--- src/rtl/mem_lsu_pkg.sv ---
// Shared types and decode helpers for the load/store unit in front of the
// word-addressed data RAM.
package mem_lsu_pkg;

  localparam logic [2:0] F3_B  = 3'b000;
  localparam logic [2:0] F3_H  = 3'b001;
  localparam logic [2:0] F3_W  = 3'b010;
  localparam logic [2:0] F3_BU = 3'b100;
  localparam logic [2:0] F3_HU = 3'b101;

  typedef enum logic [1:0] {
    S_IDLE,
    S_ACCESS,
    S_WRITE,
    S_RESP
  } lsu_state_e;

  // Only the fields still needed after the word index has been issued.
  typedef struct packed {
    logic        we;
    logic [2:0]  funct3;
    logic [1:0]  lane;
    logic [15:0] wdata;
  } lsu_req_t;

  function automatic logic is_misaligned(input logic [2:0] funct3,
                                         input logic [1:0] lo);
    case (funct3)
      F3_H, F3_HU: return lo[0];
      F3_W:        return lo != 2'b00;
      default:     return 1'b0;
    endcase
  endfunction

  // Unsigned sub-word stores do not exist.
  function automatic logic is_illegal_f3(input logic we,
                                         input logic [2:0] funct3);
    case (funct3)
      F3_B, F3_H, F3_W: return 1'b0;
      F3_BU, F3_HU:     return we;
      default:          return 1'b1;
    endcase
  endfunction

endpackage

--- src/rtl/lsu_align.sv ---
// Byte-lane steering: load extraction/extension and store merge into the
// old word for read-modify-write of SB/SH.
module lsu_align
  import mem_lsu_pkg::*;
(
  input  logic [31:0] rd,
  input  logic [1:0]  lane,
  input  logic [2:0]  funct3,
  input  logic [15:0] wdata,
  output logic [31:0] ld_data,
  output logic [31:0] st_word
);

  logic [3:0][7:0] rd_b;
  logic [3:0][7:0] st_b;
  logic [7:0]      b;
  logic [15:0]     h;

  assign rd_b = rd;
  assign b    = rd_b[lane];
  assign h    = lane[1] ? rd[31:16] : rd[15:0];

  always_comb begin
    ld_data = rd;
    case (funct3)
      F3_B:    ld_data = {{24{b[7]}}, b};
      F3_BU:   ld_data = {24'h0, b};
      F3_H:    ld_data = {{16{h[15]}}, h};
      F3_HU:   ld_data = {16'h0, h};
      default: ld_data = rd;
    endcase
  end

  // Little-endian: a half at lane[1] covers bytes {2*lane[1]+1, 2*lane[1]}.
  for (genvar i = 0; i < 4; i++) begin : g_lane
    localparam logic [1:0] L = 2'(i);
    logic hit;
    assign hit     = (funct3 == F3_B && lane == L) ||
                     (funct3 == F3_H && lane[1] == L[1]);
    assign st_b[i] = !hit ? rd_b[i]
                   : (funct3 == F3_H) ? wdata[8*(i%2) +: 8] : wdata[7:0];
  end

  assign st_word = st_b;

endmodule

--- src/rtl/mem_lsu.sv ---
// Load/store unit: accepts byte-addressed requests, drives a 32-bit RAM with
// no byte enables (SB/SH via read-modify-write), and returns one response.
module mem_lsu
  import mem_lsu_pkg::*;
#(
  parameter int DEPTH_WORDS = 1024
) (
  input  logic        clk,
  input  logic        rst_n,
  input  logic        req_valid,
  output logic        req_ready,
  input  logic        req_we,
  input  logic [2:0]  req_funct3,
  input  logic [31:0] req_addr,
  input  logic [31:0] req_wdata,
  output logic        resp_valid,
  input  logic        resp_ready,
  output logic [31:0] resp_rdata,
  output logic        resp_err,
  output logic        ram_re,
  output logic        ram_we,
  output logic [31:0] ram_a,
  output logic [31:0] ram_wd,
  input  logic [31:0] ram_rd
);

  localparam logic [31:0] ADDR_LIMIT = 32'(4 * DEPTH_WORDS);

  lsu_state_e  state;
  lsu_req_t    req_q;
  logic        req_err;
  logic [31:0] ld_data;
  logic [31:0] st_word;

  assign req_err = is_illegal_f3(req_we, req_funct3) ||
                   is_misaligned(req_funct3, req_addr[1:0]) ||
                   (req_addr >= ADDR_LIMIT);

  lsu_align u_align (
    .rd      (ram_rd),
    .lane    (req_q.lane),
    .funct3  (req_q.funct3),
    .wdata   (req_q.wdata),
    .ld_data (ld_data),
    .st_word (st_word)
  );

  // RAM controls are registered on entry to each state, so an async reset
  // in WRITE drops ram_we before the edge that would commit the store.
  always_ff @(posedge clk or negedge rst_n) begin
    if (!rst_n) begin
      state      <= S_IDLE;
      req_q      <= '0;
      req_ready  <= 1'b1;
      resp_valid <= 1'b0;
      resp_rdata <= '0;
      resp_err   <= 1'b0;
      ram_re     <= 1'b0;
      ram_we     <= 1'b0;
      ram_a      <= '0;
      ram_wd     <= '0;
    end else begin
      case (state)
        S_IDLE: begin
          if (req_valid) begin
            req_q     <= '{we: req_we, funct3: req_funct3,
                           lane: req_addr[1:0], wdata: req_wdata[15:0]};
            req_ready <= 1'b0;
            if (req_err) begin
              state      <= S_RESP;
              resp_valid <= 1'b1;
              resp_err   <= 1'b1;
              resp_rdata <= '0;
            end else begin
              state <= S_ACCESS;
              ram_a <= {2'b00, req_addr[31:2]};
              if (req_we && req_funct3 == F3_W) begin
                ram_we <= 1'b1;
                ram_wd <= req_wdata;
              end else begin
                ram_re <= 1'b1;
              end
            end
          end
        end
        S_ACCESS: begin
          ram_re <= 1'b0;
          if (req_q.we && req_q.funct3 != F3_W) begin
            state  <= S_WRITE;
            ram_we <= 1'b1;
            ram_wd <= st_word;
          end else begin
            state      <= S_RESP;
            ram_we     <= 1'b0;
            ram_wd     <= '0;
            ram_a      <= '0;
            resp_valid <= 1'b1;
            resp_err   <= 1'b0;
            resp_rdata <= req_q.we ? 32'h0 : ld_data;
          end
        end
        S_WRITE: begin
          state      <= S_RESP;
          ram_we     <= 1'b0;
          ram_wd     <= '0;
          ram_a      <= '0;
          resp_valid <= 1'b1;
          resp_err   <= 1'b0;
          resp_rdata <= '0;
        end
        S_RESP: begin
          if (resp_ready) begin
            state      <= S_IDLE;
            req_ready  <= 1'b1;
            resp_valid <= 1'b0;
            resp_err   <= 1'b0;
            resp_rdata <= '0;
          end
        end
        default: state <= S_IDLE;
      endcase
    end
  end

endmodule

--- config.mk ---
export PLATFORM = sky130hd
export DESIGN_NAME = mem_lsu
export DESIGN_NICKNAME = d
export VERILOG_FILES = /design/src/rtl/mem_lsu_pkg.sv /design/src/rtl/lsu_align.sv /design/src/rtl/mem_lsu.sv
export SDC_FILE = /design/constraint.sdc
export NUM_CORES = 1
export LEC_CHECK = 0
export ABC_CLOCK_PERIOD_IN_PS = 3100
export BUFFER_PORTS_ARGS = -buffer_cell sky130_fd_sc_hd__buf_4
export CAP_MARGIN = 30
export CORE_UTILIZATION = 25
export DETAILED_ROUTE_END_ITERATION = 16
export MAX_ROUTING_LAYER = met4
export PLACE_DENSITY = 0.54
export SYNTH_ARGS = -nofsm -noshare
export SYNTH_HDL_FRONTEND = slang
export SYNTH_SLANG_ARGS = --single-unit
--- constraint.sdc ---
create_clock -name clk -period 3.1 [get_ports clk]
set_input_delay 0.62 -clock clk [delete_from_list [all_inputs] [get_ports clk]]
set_output_delay 0.62 -clock clk [all_outputs]
set_load 0.03 [all_outputs]
==> results.py <==
metrics = {
    "critical_path": {
        "crit_family": "compound AO/OA/AOI/OAI gates",
        "path_class": "flip-flop to flip-flop",
        "path_cells": "inv_1, ha_1, nand2b_1, o21ai_1, a211o_1, mux2_2",
        "cp_data_arrival_time_ns": 2.89,
        "crit_fanout": 18,
        "start_kind": "flip-flop",
        "cp-end-kind": "flip-flop",
        "crit_buf_inv": 1,
        "crit_slowest_cell": "a211o_1",
        "max_stage_delay_ns": 0.61,
        "cp.required_ns": 3.40,
    },
    "die": {
        "rows": 57,
        "start_util_pct": 25.6,
        "boundaryPins": 205,
        "die_area_um2": 25700,
        "core-area_um2": 24500,
        "die_h_um": 160,
        "die_x_um": 160,
    },
    "synth": {
        "synthFlopType": "dfrtp_1",
        "ys_seq_area_share_pct": 49.2,
        "synthMuxAreaShare_pct": 17.0,
        "synth_area_um2": 6260,
        "yosys_warnings": 0,
        "yosys.area_share.simple_pct": 10.4,
        "synthTopCellsByCount": "dfrtp_1, nand2_1, mux2_2, mux2i_1, inv_1",
        "synth_area_leaders": "dfrtp_1, mux2_2, mux2i_1",
        "ys_ff_latch": 123,
        "syn-mean-instance-area_um2": 11.1,
        "synth_top_family_by_area": "compound AO/OA/AOI/OAI gates",
        "netlist_instances": 564,
        "yosysTopAreaCell": "dfrtp_1",
        "ys_types": 55,
        "yosysMostFrequentCell": "dfrtp_1",
        "synth_fa_ha_area_share_pct": 0.999,
        "synth_edf_count": 0,
        "synth_xor_area_share_pct": 0,
        "async_flop_share_pct": 100,
        "synth_top_area_share_pct": 48.8,
        "synth_compound_area_share_pct": 17.5,
    },
    "place": {
        "portBuffers": 202,
        "pre_cts_ws_ns": 0.237,
        "dpl.hpwl_um": 16500,
        "gp_congestion": 0.864,
    },
    "global_routing": {
        "met2_usage_pct": 26.2,
        "antenna_found_initial": 0,
        "grt_usage_pct": 17.5,
        "first_global_vias": 5418,
        "overflow": 0,
        "grt_pass1_wl_um": 32700,
        "grt_use_met1_pct": 23.8,
        "grt_max_degree": 47,
        "use_met3_pct": 4.16,
        "busiest_layer": "met2",
    },
    "detailed_routing": {
        "detail-route-antenna-nets": 0,
        "drc": 0,
        "routed_wl_um": 21600,
        "drt-initial-drc-count": 366,
        "wl_per_cell_um": 19.4,
        "via_count": 5312,
        "first_pass_iters": 5,
        "vias_per_cell": 4.79,
    },
    "clocking": {
        "cts-root-buf": "clkbuf_16",
        "clkSinkCount": 123,
        "cts_tree": "done",
        "htree_levels": 4,
        "clkTransAtPathRegs_ns": 0.06,
        "cts_buffers": 17,
        "clockBufferDepth": 2,
        "ctsResizeCount": 0,
        "cts_setup_buffers": 0,
        "worstSkewPairLatency_ns": 0.42,
        "hold_buffers": 0,
    },
    "layout": {
        "fin_nets": 882,
        "fill_cells": 2464,
        "diodes": 0,
        "drive_gt1_share_pct": 41.5,
        "syn2layout_area_growth_pct": 41.1,
    },
    "flow_run": {
        "maxCapViolCount": 0,
    },
    "pwr": {
        "ir_drop_uv": 427,
        "p_per_area_nw_per_um2": 1100,
        "fin_total_pwr_uw": 9710,
        "leakage_uw": 0.00428,
    },
    "sta": {
        "slew-limit-headroom_pct": 48.9,
        "rsz0062_at_grt": "no",
        "final_max_slew_viol_count": 0,
        "fmax_mhz": 386,
        "finalHoldViolations": 0,
        "worst_slew_pin_slew_ns": 0.761,
        "fin_skew_ns": 0.00796,
        "period_needed_ns": 2.59,
        "period_share_pct": 83.6,
        "setup_tns_ns": 0,
        "finalSetupViolCount": 0,
        "worst_slack_ns": 0.510,
    },
    "status": {
        "outcome": "finished, final reports clean",
    },
    "hold_path": {
        "hold_class": "input port to async pin",
    },
}
where the power goes:
part / switching (µW) / internal, µW / leakage (µW)
sequential: 445 / 2170 / 0.00159
clock: 778 / 1310 / 0.000300
combinational: 2980 / 2020 / 0.00239
metal layers:
metal / wire length (µm) / share of wire, % / vias to the layer above
met3: 1540 / 7.1 / 14
met1: 9980 / 46 / 2594
met2: 9830 / 46 / 230
met4: 233 / 1.1 / 0
li1: - / - / 2474
met5: 0 / 0 / -
worst reg2reg max path, cell delays in order (launching register included):
cell	delay [ns]
dfrtp_1	0.40
inv_1	0.15
ha_1	0.40
nand2b_1	0.13
o21ai_1	0.37
a211o_1	0.62
mux2_2	0.41
per-stage QoR:
stage | instances | instance area, µm² | hold slack [ns] | util, %
2_1_floorplan | 565 | 6260 | 0.324 | -
3_3_place_gp | 1076 | 8190 | 0.471 | 33.5
3_5_place_dp | 1078 | 8220 | 0.472 | 33.6
4_1_cts | 1110 | 8840 | 0.226 | 36.1
5_1_grt | 1110 | 8840 | 0.255 | 36.1
6_report | 1110 | 8840 | 0.207 | 36.1
state kept, by name, summed over array words and instances, names as in the netlist:
signal      count
ram_we          1
ram_wd         32
resp_valid      1
ram_a          30
resp_rdata     32
req_q          22
ram_re          1
resp_err        1
req_ready       1
state           2
layout make-up:
cell class	count	area, µm²	area share [%]
inverter	29	109	1.23
multi-input combinational	373	2880	32.6
clock buffer	19	453	5.13
tap	324	405	4.59
timing repair buffer	229	1740	19.7
clock inverter	13	168	1.90
sequential	123	3080	34.8
layout by cell type (no fill, tap or decap), types with 3 or more instances in the layout:
| master | instances |
|---|---|
| a22o_1 | 26 |
| nand2_1 | 59 |
| bufinv_16 | 3 |
| inv_1 | 27 |
| ha_1 | 5 |
| clkbuf_16 | 17 |
| nor2_1 | 15 |
| clkinv_4 | 5 |
| a31oi_1 | 7 |
| o2bb2ai_1 | 16 |
| nor4_1 | 6 |
| mux2i_1 | 42 |
| a221oi_1 | 8 |
| a211oi_1 | 17 |
| a32oi_1 | 8 |
| nand2b_1 | 11 |
| mux2_4 | 3 |
| o21ai_0 | 7 |
| o221ai_1 | 7 |
| a21oi_1 | 24 |
| buf_4 | 226 |
| and2_1 | 20 |
| dfrtp_1 | 122 |
| a22oi_1 | 8 |
| mux2_2 | 51 |
cell families (layout without fill, tap and decap cells):
logic type	after synthesis	in the layout
compound gates	143	143
simple gates	125	125
flops	123	123
mux	98	98
buf+inv	69	290
fa+ha+maj	5	5
other cells	1	2
final timing paths:
check                                            from                     to  slack [ns]  depth (start not counted)
min in group clk                          req_addr[6]   ram_a[4]$_DFFE_PN0P_        0.42                          2
worst min register to register  ram_a[18]$_DFFE_PN0P_  ram_a[18]$_DFFE_PN0P_        0.49                          1
worst max register to register   state[0]$_DFFE_PN0P_   resp_err$_DFFE_PN0P_        0.51                          6
max in group asynchronous                       rst_n  req_ready$_DFFE_PN1P_        2.17                          2
worst min-delay path                            rst_n  ram_a[20]$_DFFE_PN0P_        0.21                          1
worst max-delay path             state[0]$_DFFE_PN0P_   resp_err$_DFFE_PN0P_        0.51                          6
(Power assumes the default switching activity.)
